==> config.mk <==
export PLATFORM = sky130hd
export DESIGN_NAME = updslow_iq_noise_packer
export DESIGN_NICKNAME = d
export VERILOG_FILES = /design/src/rtl/updslow_pkg.sv /design/src/rtl/updslow_word_packer.sv /design/src/rtl/updslow_iq_noise_packer.sv
export SDC_FILE = /design/constraint.sdc
export NUM_CORES = 1
export LEC_CHECK = 0
export BUFFER_PORTS_ARGS = -buffer_cell sky130_fd_sc_hd__clkbuf_2
export CAP_MARGIN = 5
export CELL_PAD_IN_SITES_DETAIL_PLACEMENT = 1
export CELL_PAD_IN_SITES_GLOBAL_PLACEMENT = 1
export CORE_UTILIZATION = 40
export CTS_BUF_LIST = sky130_fd_sc_hd__clkbuf_8
export DETAILED_ROUTE_END_ITERATION = 10
export GPL_ROUTABILITY_DRIVEN = 0
export HOLD_SLACK_MARGIN = 0.12
export PLACE_DENSITY_LB_ADDON = 0.1
export SETUP_SLACK_MARGIN = 0.1
export SYNTH_ARGS = -nofsm -noshare
export SYNTH_HDL_FRONTEND = slang
export SYNTH_HIERARCHICAL = 1
export SYNTH_SLANG_ARGS = --single-unit
==> constraint.sdc <==
create_clock -name i_core_clk -period 3.1 [get_ports i_core_clk]
set_input_delay 0.155 -clock i_core_clk [delete_from_list [all_inputs] [get_ports i_core_clk]]
set_output_delay 0.155 -clock i_core_clk [all_outputs]
set_load 0.05 [all_outputs]
==> src/rtl/updslow_pkg.sv <==
// Shared constants, FSM state encoding and helpers for the slow-path IQ/noise packer.
package updslow_pkg;

  localparam int unsigned SAMPLE_W          = 16;
  localparam int unsigned WORD_W            = 128;
  localparam int unsigned NOISE_LANES       = 8;
  localparam int unsigned IQ_BEATS_PER_WORD = 2;
  localparam int unsigned IQ_LANES_PER_BEAT = NOISE_LANES / IQ_BEATS_PER_WORD;

  typedef enum logic [7:0] {
    StIdle     = 8'b0000_0001,
    StUserRun  = 8'b0000_0010,
    StFlush    = 8'b0000_0100,
    StUserComp = 8'b0000_1000
  } state_e;

  // Two REs per beat; the count sticks at all-ones instead of wrapping.
  function automatic logic [15:0] sat_add2(input logic [15:0] v);
    logic [16:0] s;
    s = {1'b0, v} + 17'd2;
    return s[16] ? 16'hFFFF : s[15:0];
  endfunction

endpackage

==> src/rtl/updslow_word_packer.sv <==
// Packs LanesPerWrite 16-bit lanes per push into a 128-bit word; owns the registered
// FIFO write port and the flush of a partially filled word.
module updslow_word_packer
  import updslow_pkg::*;
#(
  parameter int unsigned LanesPerWrite = 1,
  parameter bit          PadRepeat     = 1'b0
) (
  input  logic                              clk_i,
  input  logic                              rst_ni,
  input  logic                              clr_i,
  input  logic                              push_i,
  input  logic [SAMPLE_W*LanesPerWrite-1:0] push_data_i,
  input  logic                              flush_i,
  input  logic                              full_i,
  output logic                              pending_o,
  output logic                              wr_en_o,
  output logic [WORD_W-1:0]                 wr_data_o
);

  localparam int unsigned PushW   = SAMPLE_W * LanesPerWrite;
  localparam int unsigned Slots   = WORD_W / PushW;
  localparam int unsigned IdxW    = $clog2(Slots);
  localparam logic [IdxW-1:0] LastIdx = IdxW'(Slots - 1);

  logic [IdxW-1:0]   idx_q, idx_d;
  logic [WORD_W-1:0] word_q, word_d;
  logic [WORD_W-1:0] wr_data_q, wr_data_d;
  logic [WORD_W-1:0] pad_word;
  logic [PushW-1:0]  last_q, last_d;
  logic              wr_en_q, wr_en_d;

  // Unfilled slots are already zero in word_q; repeat mode overwrites them.
  always_comb begin
    pad_word = word_q;
    for (int s = 0; s < int'(Slots); s++) begin
      if (PadRepeat && (s >= int'(idx_q))) begin
        pad_word[s*PushW +: PushW] = last_q;
      end
    end
  end

  always_comb begin
    idx_d     = idx_q;
    word_d    = word_q;
    last_d    = last_q;
    wr_en_d   = 1'b0;
    wr_data_d = wr_data_q;
    if (clr_i) begin
      idx_d  = '0;
      word_d = '0;
      last_d = '0;
    end else if (push_i) begin
      word_d[idx_q*PushW +: PushW] = push_data_i;
      last_d = push_data_i;
      if (idx_q == LastIdx) begin
        wr_en_d   = 1'b1;
        wr_data_d = word_d;
        idx_d     = '0;
        word_d    = '0;
      end else begin
        idx_d = idx_q + 1'b1;
      end
    end else if (flush_i && (idx_q != '0) && !full_i) begin
      wr_en_d   = 1'b1;
      wr_data_d = pad_word;
      idx_d     = '0;
      word_d    = '0;
    end
  end

  always_ff @(posedge clk_i or negedge rst_ni) begin
    if (!rst_ni) begin
      idx_q     <= '0;
      word_q    <= '0;
      last_q    <= '0;
      wr_en_q   <= 1'b0;
      wr_data_q <= '0;
    end else begin
      idx_q     <= idx_d;
      word_q    <= word_d;
      last_q    <= last_d;
      wr_en_q   <= wr_en_d;
      wr_data_q <= wr_data_d;
    end
  end

  assign pending_o = (idx_q != '0);
  assign wr_en_o   = wr_en_q;
  assign wr_data_o = wr_data_q;

endmodule

==> src/rtl/updslow_iq_noise_packer.sv <==
// Producer side of the slow-path IQ/noise FIFO pair: per-user framing, packing and flush.
// Define UPDSLOW_NOISE_PAD_REPEAT_EN to pad a flushed noise word with the last sample.
module updslow_iq_noise_packer
  import updslow_pkg::*;
(
  input  logic                i_core_clk,
  input  logic                i_rx_rstn,
  input  logic                i_user_start,
  input  logic [15:0]         i_cur_user_re_amounts,
  input  logic                i_data_strobe,
  input  logic [15:0]         i_re0_data_i,
  input  logic [15:0]         i_re0_data_q,
  input  logic [15:0]         i_re1_data_i,
  input  logic [15:0]         i_re1_data_q,
  input  logic                i_noise_strobe,
  input  logic [15:0]         i_noise_data,
  input  logic                IQ_FIFO_Full,
  input  logic                Noise_FIFO_Full,
  output logic                o_ready,
  output logic                IQ_FIFO_Write_Enable,
  output logic                Noise_FIFO_Write_Enable,
  output logic [WORD_W-1:0]   IQ_Data_SUM,
  output logic [WORD_W-1:0]   Noise_Data_SUM,
  output logic                o_user_done,
  output logic                o_drop_err
);

`ifdef UPDSLOW_NOISE_PAD_REPEAT_EN
  localparam bit NoisePadRepeat = 1'b1;
`else
  localparam bit NoisePadRepeat = 1'b0;
`endif

  state_e      state_q, state_d;
  logic [15:0] re_amt_q, re_amt_d;
  logic [15:0] re_cnt_q, re_cnt_d;
  logic [15:0] cnt_next;
  logic        flush_first_q, flush_first_d;
  logic        drop_err_q, drop_err_d;
  logic        iq_push, noise_push, user_clr, in_flush;
  logic        iq_pending, noise_pending;

  assign o_ready     = (state_q == StUserRun) & ~IQ_FIFO_Full & ~Noise_FIFO_Full;
  assign iq_push     = i_data_strobe & o_ready;
  assign noise_push  = i_noise_strobe & o_ready;
  assign user_clr    = (state_q == StIdle) & i_user_start;
  assign in_flush    = (state_q == StFlush);
  assign cnt_next    = sat_add2(re_cnt_q);
  assign o_user_done = (state_q == StUserComp);
  assign o_drop_err  = drop_err_q;

  // The first FLUSH cycle is always spent, so a word completed on entry is already out
  // and any partial word is issued before USERCOMP can be reached.
  always_comb begin
    state_d       = state_q;
    re_amt_d      = re_amt_q;
    re_cnt_d      = re_cnt_q;
    flush_first_d = 1'b0;
    drop_err_d    = drop_err_q | ((i_data_strobe | i_noise_strobe) & ~o_ready);
    unique case (state_q)
      StIdle: begin
        if (i_user_start) begin
          re_amt_d = i_cur_user_re_amounts;
          re_cnt_d = '0;
          state_d  = (i_cur_user_re_amounts == '0) ? StUserComp : StUserRun;
        end
      end
      StUserRun: begin
        if (iq_push) begin
          re_cnt_d = cnt_next;
          if (cnt_next >= re_amt_q) begin
            state_d       = StFlush;
            flush_first_d = 1'b1;
          end
        end
      end
      StFlush: begin
        if (!flush_first_q && !iq_pending && !noise_pending) state_d = StUserComp;
      end
      StUserComp: state_d = StIdle;
      default:    state_d = StIdle;
    endcase
  end

  always_ff @(posedge i_core_clk or negedge i_rx_rstn) begin
    if (!i_rx_rstn) begin
      state_q       <= StIdle;
      re_amt_q      <= '0;
      re_cnt_q      <= '0;
      flush_first_q <= 1'b0;
      drop_err_q    <= 1'b0;
    end else begin
      state_q       <= state_d;
      re_amt_q      <= re_amt_d;
      re_cnt_q      <= re_cnt_d;
      flush_first_q <= flush_first_d;
      drop_err_q    <= drop_err_d;
    end
  end

  updslow_word_packer #(
    .LanesPerWrite(IQ_LANES_PER_BEAT),
    .PadRepeat    (1'b0)
  ) u_iq_packer (
    .clk_i      (i_core_clk),
    .rst_ni     (i_rx_rstn),
    .clr_i      (user_clr),
    .push_i     (iq_push),
    .push_data_i({i_re1_data_q, i_re1_data_i, i_re0_data_q, i_re0_data_i}),
    .flush_i    (in_flush),
    .full_i     (IQ_FIFO_Full),
    .pending_o  (iq_pending),
    .wr_en_o    (IQ_FIFO_Write_Enable),
    .wr_data_o  (IQ_Data_SUM)
  );

  updslow_word_packer #(
    .LanesPerWrite(1),
    .PadRepeat    (NoisePadRepeat)
  ) u_noise_packer (
    .clk_i      (i_core_clk),
    .rst_ni     (i_rx_rstn),
    .clr_i      (user_clr),
    .push_i     (noise_push),
    .push_data_i(i_noise_data),
    .flush_i    (in_flush),
    .full_i     (Noise_FIFO_Full),
    .pending_o  (noise_pending),
    .wr_en_o    (Noise_FIFO_Write_Enable),
    .wr_data_o  (Noise_Data_SUM)
  );

endmodule

Word level (Yosys, flattened, before mapping)
Index checks and enable logic that the tools add are counted.
- bits of input ports: 103
- word-level logic and storage cells: 114
- output and inout bits: 261
- bits in registers: 560
- add/sub/neg operators: 5
- equal/unequal tests: 11
- shift operators: 4
- reductions and logical operators: 23
- muxes and demuxes: 45
- order comparisons: 1
- bitwise gates (word level): 12
- operators with widths (cell ; count):
    2-to-1 mux 128 bit ; 14
    bitwise mux 128 bit ; 2
    variable shift 16 x 34 -> 128 bit, first input constant ; 1
    variable shift 64 x 34 -> 128 bit, first input constant ; 1
    indexed part select 16 x 34 -> 128 bit ; 1
    indexed part select 64 x 34 -> 128 bit ; 1
    negator 7 -> 34 bit ; 2
    2-to-1 mux 16 bit ; 3
    2-to-1 mux 8 bit ; 4
    one-hot mux 16 bit (2 select lines) ; 1
    one-hot mux 8 bit (3 select lines) ; 1
    adder 16 x 2 -> 17 bit, second input constant ; 1
    greater-or-equal comparator 16 bit ; 1
    zero test 16 bit ; 1
    2-to-1 mux 1 bit ; 15
    2-to-1 mux 3 bit ; 4
    AND reduction 3 bit ; 3
    nonzero test 3 bit ; 3
    equality test 8 x 1 -> 1 bit, second input constant ; 1
    equality test 8 x 2 -> 1 bit, second input constant ; 1
    equality test 8 x 3 -> 1 bit, second input constant ; 1
    equality test 8 x 4 -> 1 bit, second input constant ; 1
    bitwise AND 1 bit ; 6
    logical AND 1 bit ; 6
    other kinds (12) ; 26

Longest topological paths before layout
Gate-level depths: netlist (run 1).
- depth in word-level cells: 6
- gate-level depth with buffers: 12
- mapped depth without buffers: 12

By module
The synthesis (run 1) kept the hierarchy.
- by module, submodules not included (module ; times used ; seq. area each (µm²) ; area an instance (µm²) ; cells an instance):
    updslow_word_packer (u_noise_packer) ; 1 ; 6506.2 ; 11464.7 ; 1025
    updslow_word_packer (u_iq_packer) ; 1 ; 6456.2 ; 10023.4 ; 635
    updslow_iq_noise_packer ; 1 ; 952.2 ; 2383.5 ; 279

Worst setup path after synthesis (run 1)
Ideal clock, no wire load.
- path kind: register -> register
- from: reg state_q[0]
- to: reg u_noise_packer.word_q[70], in the netlist u_noise_packer/pad_word[70]
- arrival time: 2.852 ns
- slack: 0.127 ns
- cell stages (with the launch flop): 12
- clock period less this slack: 2.973 ns
- required time: 2.979 ns
- path buffers: 5
- setup time: 0.121 ns
- path through: dfstp_2 > nor4b_2 > and2_0 > clkbuf_1 > clkbuf_1 > or3b_1 > buf_2 > inv_1 > and2_1 > buf_2 > buf_2 > a22o_1
- elaborated cells between the ends (all ways): 12
- classes of those cells: 3 x eq/ne; 2 x mux; 4 x bitwise; 3 x reduce/logical
- RTL lines (item ; RTL line ; source):
    from (decl) ; updslow_iq_noise_packer.sv:34 ; state_e state_q, state_d;
    from (signal assigned) ; updslow_iq_noise_packer.sv:87 ; state_q <= StIdle;
    from (signal assigned) ; updslow_iq_noise_packer.sv:93 ; state_q <= state_d;
    equality test 8 x 1 -> 1 bit * ; updslow_iq_noise_packer.sv:46 ; assign user_clr = (state_q == StIdle) & i_user_start;
    bitwise AND 1 bit * ; updslow_iq_noise_packer.sv:46 ;
    named net user_clr ; updslow_iq_noise_packer.sv:40 ; logic iq_push, noise_push, user_clr, in_flush;
    nonzero test 3 bit (no line) or 2-to-1 mux 128 bit (tied branches) ; -- ;
    to (signal assigned) ; updslow_word_packer.sv:81 ; word_q <= word_d;
    to (decl) ; updslow_word_packer.sv:27 ; logic [WORD_W-1:0] word_q, word_d;
The timed path passes the listed nets; every way through them passes the cells marked *.
A chain may end at the register's enable or synchronous reset.

Worst setup path after layout (run 1)
- from: reg re_cnt_q[1]
- to: reg state_q[2]
- word-level cells in the longest chain between the ends: 5
- RTL lines (item ; RTL line ; source):
    from (decl) ; updslow_iq_noise_packer.sv:36 ; logic [15:0] re_cnt_q, re_cnt_d;
    from (signal assigned) ; updslow_iq_noise_packer.sv:95 ; re_cnt_q <= re_cnt_d;
    adder 16 x 2 -> 17 bit ; updslow_pkg.sv:20 ; s = {1'b0, v} + 17'd2;
    2-to-1 mux 16 bit ; updslow_pkg.sv:21 ; return s[16] ? 16'hFFFF : s[15:0];
    greater-or-equal comparator 16 bit ; updslow_iq_noise_packer.sv:71 ; if (cnt_next >= re_amt_q) begin
    != test 2 x 1 -> 1 bit (no line) ; -- ;
    AND reduction 4 bit (no line) ; -- ;
No other way between the ends.

==> results of run 1 <==
## state kept, by name (all words and copies together) (netlist names), 3 cells and up
| register | count |
|---|---|
| state_q | 4 |
| u_iq_packer/wr_data_o | 128 |
| re_cnt_q | 16 |
| u_noise_packer/wr_data_o | 128 |
| u_iq_packer/pad_word | 128 |
| u_noise_packer/pad_word | 128 |
| re_amt_q | 16 |
| u_noise_packer/idx_q | 3 |
## timing repair
action / CTS / global route
pin swaps: 0 / 5
buffers inserted: 0 / 5
hold endpoints to repair: 476 / 0
endpoints found under the setup margin: 1 / 2
hold buffers: 104 / 0
gates resized for setup: 2 / 13
## cell usage after synthesis, types with 25 or more instances
cell type | number | share of area
dfrtp_1 | 555 | 0.58
mux2_2 | 184 | 0.087
nor2_1 | 156 | 0.025
a22o_1 | 143 | 0.052
mux2i_1 | 113 | 0.047
nand2_1 | 113 | 0.018
a21oi_1 | 107 | 0.022
o21ai_0 | 78 | 0.016
nor3b_1 | 65 | 0.020
buf_2 | 56 | 0.012
and2_1 | 35 | 0.0092
clkbuf_1 | 35 | 0.0055
inv_1 | 28 | 0.0044
buf_4 | 25 | 0.0079
## layout make-up
| type | count | area share |
|---|---|---|
| diodes | 4 | 0.0003334 |
| clock buffers | 130 | 0.05960 |
| well taps | 773 | 0.03222 |
| flip-flops and latches | 556 | 0.4635 |
| inverters | 29 | 0.003626 |
| repair buffers | 547 | 0.1248 |
| clock inverters | 44 | 0.01042 |
| multi-input cells | 1223 | 0.3055 |
## stage by stage
stage	power (uW)	area [um^2]
floorplan	9673	23870
global placement	10720	26770
detailed placement	10810	26770
CTS	18180	29920
global route	18790	30020
finish	17920	30020
## cells by family (layout without fill, tap and decap cells)
kind of cell | Yosys count | count (layout)
buf+inv | 160 | 750
mux | 307 | 307
xor+xnor | 8 | 8
simple gates | 475 | 475
other cells | 0 | 4
flops | 556 | 556
compound gates | 411 | 411
fa+ha+maj | 22 | 22
## metal layers
layer | GRT usage | share of wire | up-vias
met5 | 0 | 0.00037 | -
met4 | 0.09132 | 0.030 | 4
met3 | 0.06002 | 0.059 | 114
met2 | 0.3855 | 0.48 | 425
met1 | 0.3095 | 0.43 | 8963
li1 | - | - | 7945
## worst max-delay path by stage
stage | from | cells after the start | end
floorplan | state_q[0] | 11 | u_noise_packer/pad_word[70]
global placement | re_cnt_q[1] | 12 | state_q[2]
detailed placement | re_cnt_q[1] | 12 | state_q[2]
CTS | re_cnt_q[1] | 10 | state_q[2]
global route | re_cnt_q[1] | 10 | state_q[2]
finish | re_cnt_q[1] | 11 | state_q[2]
## layout by cell type, fill, tap and decap left out, drive strengths merged, types with 2 or more instances in the layout
cell / instances
nor4b: 7
clkinv: 16
nor4bb: 2
diode: 4
nand4: 2
clkinvlp: 3
o2bb2ai: 17
xnor2: 6
o21a: 2
o31ai: 4
nand3: 12
nand2b: 18
o22ai: 4
or2: 3
nor2b: 6
nor3: 5
inv: 51
dfrtp: 555
and2: 36
nand2: 114
clkbuf: 492
a31oi: 16
ha: 22
nor2: 161
nand3b: 17
mux2i: 113
o21ai: 84
dlygate4sd3: 104
a211oi: 5
a22o: 143
nor4: 9
a21oi: 127
bufinv: 3
or3b: 2
xor2: 2
and3: 6
nor3b: 67
buf: 81
a21o: 4
mux2: 194
## report_power, final
| part | leakage [uW] | total [uW] | switching, uW | internal [uW] |
|---|---|---|---|---|
| clock network | 0.00117 | 7120 | 3120 | 4000 |
| logic | 0.00633 | 2910 | 1930 | 977 |
| registers | 0.00772 | 7900 | 235 | 7660 |
==> results_dict.tcl, run 1 <==
set metrics [dict create \
    outcome "finished clean" \
    endpoint_kind "flip-flop" \
    setup_viol_count_final 0 \
    reg2reg_from "re_cnt_q[1]" \
    path_buf_inv 1 \
    die-area_um2 60660 \
    power-per-cell-area_nw_per_um2 597.0 \
    worst_hold_slack_ns 0.1530 \
    grtUsageTotal 0.2393 \
    cts_sinks 556 \
    vias 17450 \
    critPathKind "flip-flop to flip-flop" \
    ys_seq_area_frac 0.5829 \
    fp.dieH_um 246.3 \
    report.final.slew_viol_count 0 \
    final_core_util 0.5087 \
    yosysWarningCount 6 \
    path_clk_slew_ns 0.06 \
    synth_top_family_by_area "multiplexers" \
    slowest_delay_ns 0.54 \
    syn_area_per_cell_um2 12.31 \
    drt_iter0_markers 1029 \
    numPlacedInstances 3019 \
    finalCriticalPeriod_ns 2.867 \
    cts_buffer_depth 3 \
    rr_worst_depth 11 \
    hold_class "input port to async pin" \
    setup_tns_ns 0 \
    grt_pass1_wl_um 112100 \
    final_cell_count_no_fill 3306 \
    synth_edf_count 0 \
    ys.flop_type "dfrtp_1" \
    grt_max_degree 97 \
    syn_area_um2 23870 \
    drc 0 \
    netlist_instances 1939 \
    firstDrtPassIters 5 \
    io_buffers 363 \
    wire_per_inst_um 21.82 \
    ys_ff_latch 556 \
    fillCellCount 6244 \
    max-vdd-ir-drop_mv 0.4283 \
    seq_area_um2 13920 \
    cp_cell_sequence "nand3_2 > or4_4 > buf_4 > nor2_2 > mux2_2 > ha_1 > nand2_1 > nor2_1 > a211oi_2 > o211ai_1 > o221a_2" \
    max_freq_mhz 348.8 \
    hpwl_um 47700 \
    rsz0062_at_grt "false" \
    multi_input_area_um2 9170 \
    fin_nets 2579 \
    arrival_ns 3.44 \
    timing.final.crit_share 0.9248 \
    synth_fa_ha_area_frac 0.01153 \
    pin_count 364 \
    hold_viol 0 \
    rows 89 \
    coreArea_um2 59020 \
    synthArstFlopShare 1.000 \
    insertion_delay_ns 0.69 \
    synth-xor-area-share 0.002935 \
    setup_slack_ns 0.2331 \
    slowest_stage "or4_4" \
    ant_nets 0 \
    r2r_end "state_q[2]" \
    synth.distinct_cells 77 \
    fin_skew_ns 0.02446 \
    tightest_slew_ns 1.010 \
    crit_required_ns 3.68 \
    die_w_um 246.3 \
    wirelength_um 72140 \
    slew_headroom 0.3268 \
    synth_compound_area_frac 0.1199 \
    power.leakage_uw 0.01521 \
    r2r_setup_slack_ns 0.23 \
    cts_tree "yes" \
    cp-start-kind "flip-flop" \
    crit_fanout 7 \
    via_per_inst 5.279 \
    htreeDepth 3 \
    synthMuxAreaShare 0.1389 \
    overflow 0 \
    preCtsSetupSlack_ns 0.03350 \
    synth_nets 2064 \
    antenna_found_initial 6 \
    cts_buffers 97 \
    drive_above_1_share 0.3361 \
    synthSimpleGateAreaFrac 0.1069 \
    area_growth_syn_to_layout_pct 25.76 \
    first_global_vias 18860 \
    maxCapViolations 0 \
    cts-root-buf "clkbuf_8" \
    path_delay_family "simple AND/OR/NAND/NOR gates" \
    start_util 0.4045 \
]
(Power assumes the default switching activity.)
==> run 2, diff against run 1 <==
REMOVE_ABC_BUFFERS = 1   (was unset)
==> results_dict.tcl, run 2 (synthesized netlist as in run 1, its figures left out) <==
set metrics [dict create \
    finalCriticalPeriod_ns 2.918 \
    setup_viol_count_final 0 \
    cts_buffer_depth 3 \
    grt_max_degree 78 \
    preCtsSetupSlack_ns 0.07120 \
    max-vdd-ir-drop_mv 0.2851 \
    slowest_delay_ns 0.55 \
    path_clk_slew_ns 0.06 \
    maxCapViolations 0 \
    hpwl_um 47570 \
    via_per_inst 5.272 \
    r2r_setup_slack_ns 0.18 \
    hold_class "input port to flip-flop" \
    reg2reg_from "re_cnt_q[1]" \
    cp_cell_sequence "nand3_2 > or4_4 > or2_4 > buf_4 > nand2_1 > ha_1 > a211oi_2 > nor2_1 > a211oi_2 > buf_4 > o211ai_1 > o221a_2" \
    insertion_delay_ns 0.69 \
    grt_pass1_wl_um 112500 \
    path_buf_inv 2 \
    wirelength_um 71490 \
    path_delay_family "simple AND/OR/NAND/NOR gates" \
    cts_buffers 98 \
    coreArea_um2 59020 \
    antenna_found_initial 3 \
    pin_count 364 \
    startpoint "re_cnt_q[1]" \
    crit_required_ns 3.64 \
    final_area_um2 29950 \
    crit_fanout 13 \
    drt_iter0_markers 903 \
    htreeDepth 3 \
    firstDrtPassIters 5 \
    mostFrequentLayoutCell "dfrtp_1" \
    report.final.slew_viol_count 0 \
    cp-start-kind "flip-flop" \
    vias 17450 \
    outcome "finished clean" \
    io_buffers 363 \
    ant_nets 0 \
    power.leakage_uw 0.01522 \
    route.met2.wl_um 33830 \
    drc 0 \
    cts_sinks 556 \
    die_w_um 246.3 \
    rsz0062_at_grt "true" \
    most-common-layout-cells "dfrtp_1 (554), clkbuf_2 (362), mux2_2 (184), nor2_1 (155), a22o_1 (143)" \
    timing.final.crit_share 0.9413 \
    cts_tree "yes" \
    endpoint_kind "flip-flop" \
    rows 89 \
    die-area_um2 60660 \
    arrival_ns 3.45 \
    fin_nets 2588 \
    slowest_stage "or4_4" \
    area_growth_syn_to_layout_pct 25.44 \
    highest_layer "met4" \
    routedLengthMet1_um 32960 \
    hold_viol 0 \
    cts-root-buf "clkbuf_8" \
    dpl-instance-area_um2 26790 \
    wl_met3_um 2940 \
    fp.dieH_um 246.3 \
    first_global_vias 18870 \
    tightest_slew_ns 1.075 \
    slew_headroom 0.2807 \
    critPathKind "flip-flop to flip-flop" \
    power-per-cell-area_nw_per_um2 592.1 \
    min-delay-start "i_re1_data_i[14]" \
    start_util 0.4045 \
    overflow 0 \
    wire_per_inst_um 21.60 \
    drive_above_1_share 0.3337 \
    grtUsageTotal 0.2395 \
    max_freq_mhz 342.7 \
    setup_slack_ns 0.1821 \
    fin_skew_ns 0.04777 \
]
run 2: cell count changes in the layout (fill, tap and decap cells not counted), moves of 2 or more:
cell and change:
buf_4 +9, inv_1 +9, clkbuf_8 -6, clkinv_2 -5, buf_12 -3, dlygate4sd3_1 +3, a211oi_1 -2, a211oi_2 +2
clkinv_8 -2, clkinvlp_4 -2
run 2: where the power goes:
part / switching, uW / total, uW / internal, uW / leakage [uW]
sequential: 223 / 7890 / 7660 / 0.00772
combinational: 1940 / 2960 / 1020 / 0.00636
clock: 3060 / 6880 / 3820 / 0.00114
run 2: cell type report:
type	count	area, um^2
Timing Repair Buffer	555	3774
Tap cell	773	967.2
Sequential cell	556	13920
Multi-Input combinational cell	1223	9178
Antenna cell	4	10.01
Fill cell	6233	29070
Clock inverter	45	285.3
Clock buffer	124	1707
Inverter	29	108.9
run 2: what timing repair did:
action / in CTS / in global routing
buffers inserted: 2 / 1
hold buffers: 107 / 0
pin swaps: 0 / 1
resized for setup: 1 / 15
hold endpoints to repair: 583 / 0
endpoints found under the setup margin: 1 / 123
gates cloned: 0 / 0
run 2: path summary, 6_finish.rpt:
kind / end / depth (start not counted)
worst max-delay path: state_q[2] / 12
worst min-delay path: u_iq_packer/pad_word[46] / 3
worst max register to register: state_q[2] / 12
worst min register to register: u_noise_packer/pad_word[114] / 2
max in group asynchronous: u_iq_packer/wr_data_o[54] / 4
min in group asynchronous: u_iq_packer/wr_data_o[32] / 3
run 2: through the flow:
step                power (uW)  cells    util  setup TNS [ns]  hold slack [ns]
floorplan                 9556   1808       -        -1697.41          -0.1406
global placement         10750   3026  0.4539               0           0.2708
detailed placement       10840   3026  0.4539               0           0.2838
CTS                      17960   3304  0.5061               0           0.1857
global route             18610   3308  0.5073       -0.007772           0.2355
finish                   17730   3309  0.5074               0           0.2464
run 2: routing by layer:
| layer | GRT usage | vias up |
|---|---|---|
| li1 | - | 7951 |
| met1 | 0.3350 | 9013 |
| met4 | 0.07371 | 0 |
| met5 | 0 | - |
| met3 | 0.04041 | 115 |
| met2 | 0.3797 | 366 |
run 2: worst reg2reg max path: cells and delay by family, from the launching register on:
kind	cells	cell delay, ns
fa+ha+maj	1	0.25
buf+inv	2	0.34
flops	1	0.39
simple gates	5	1.06
compound gates	4	0.73
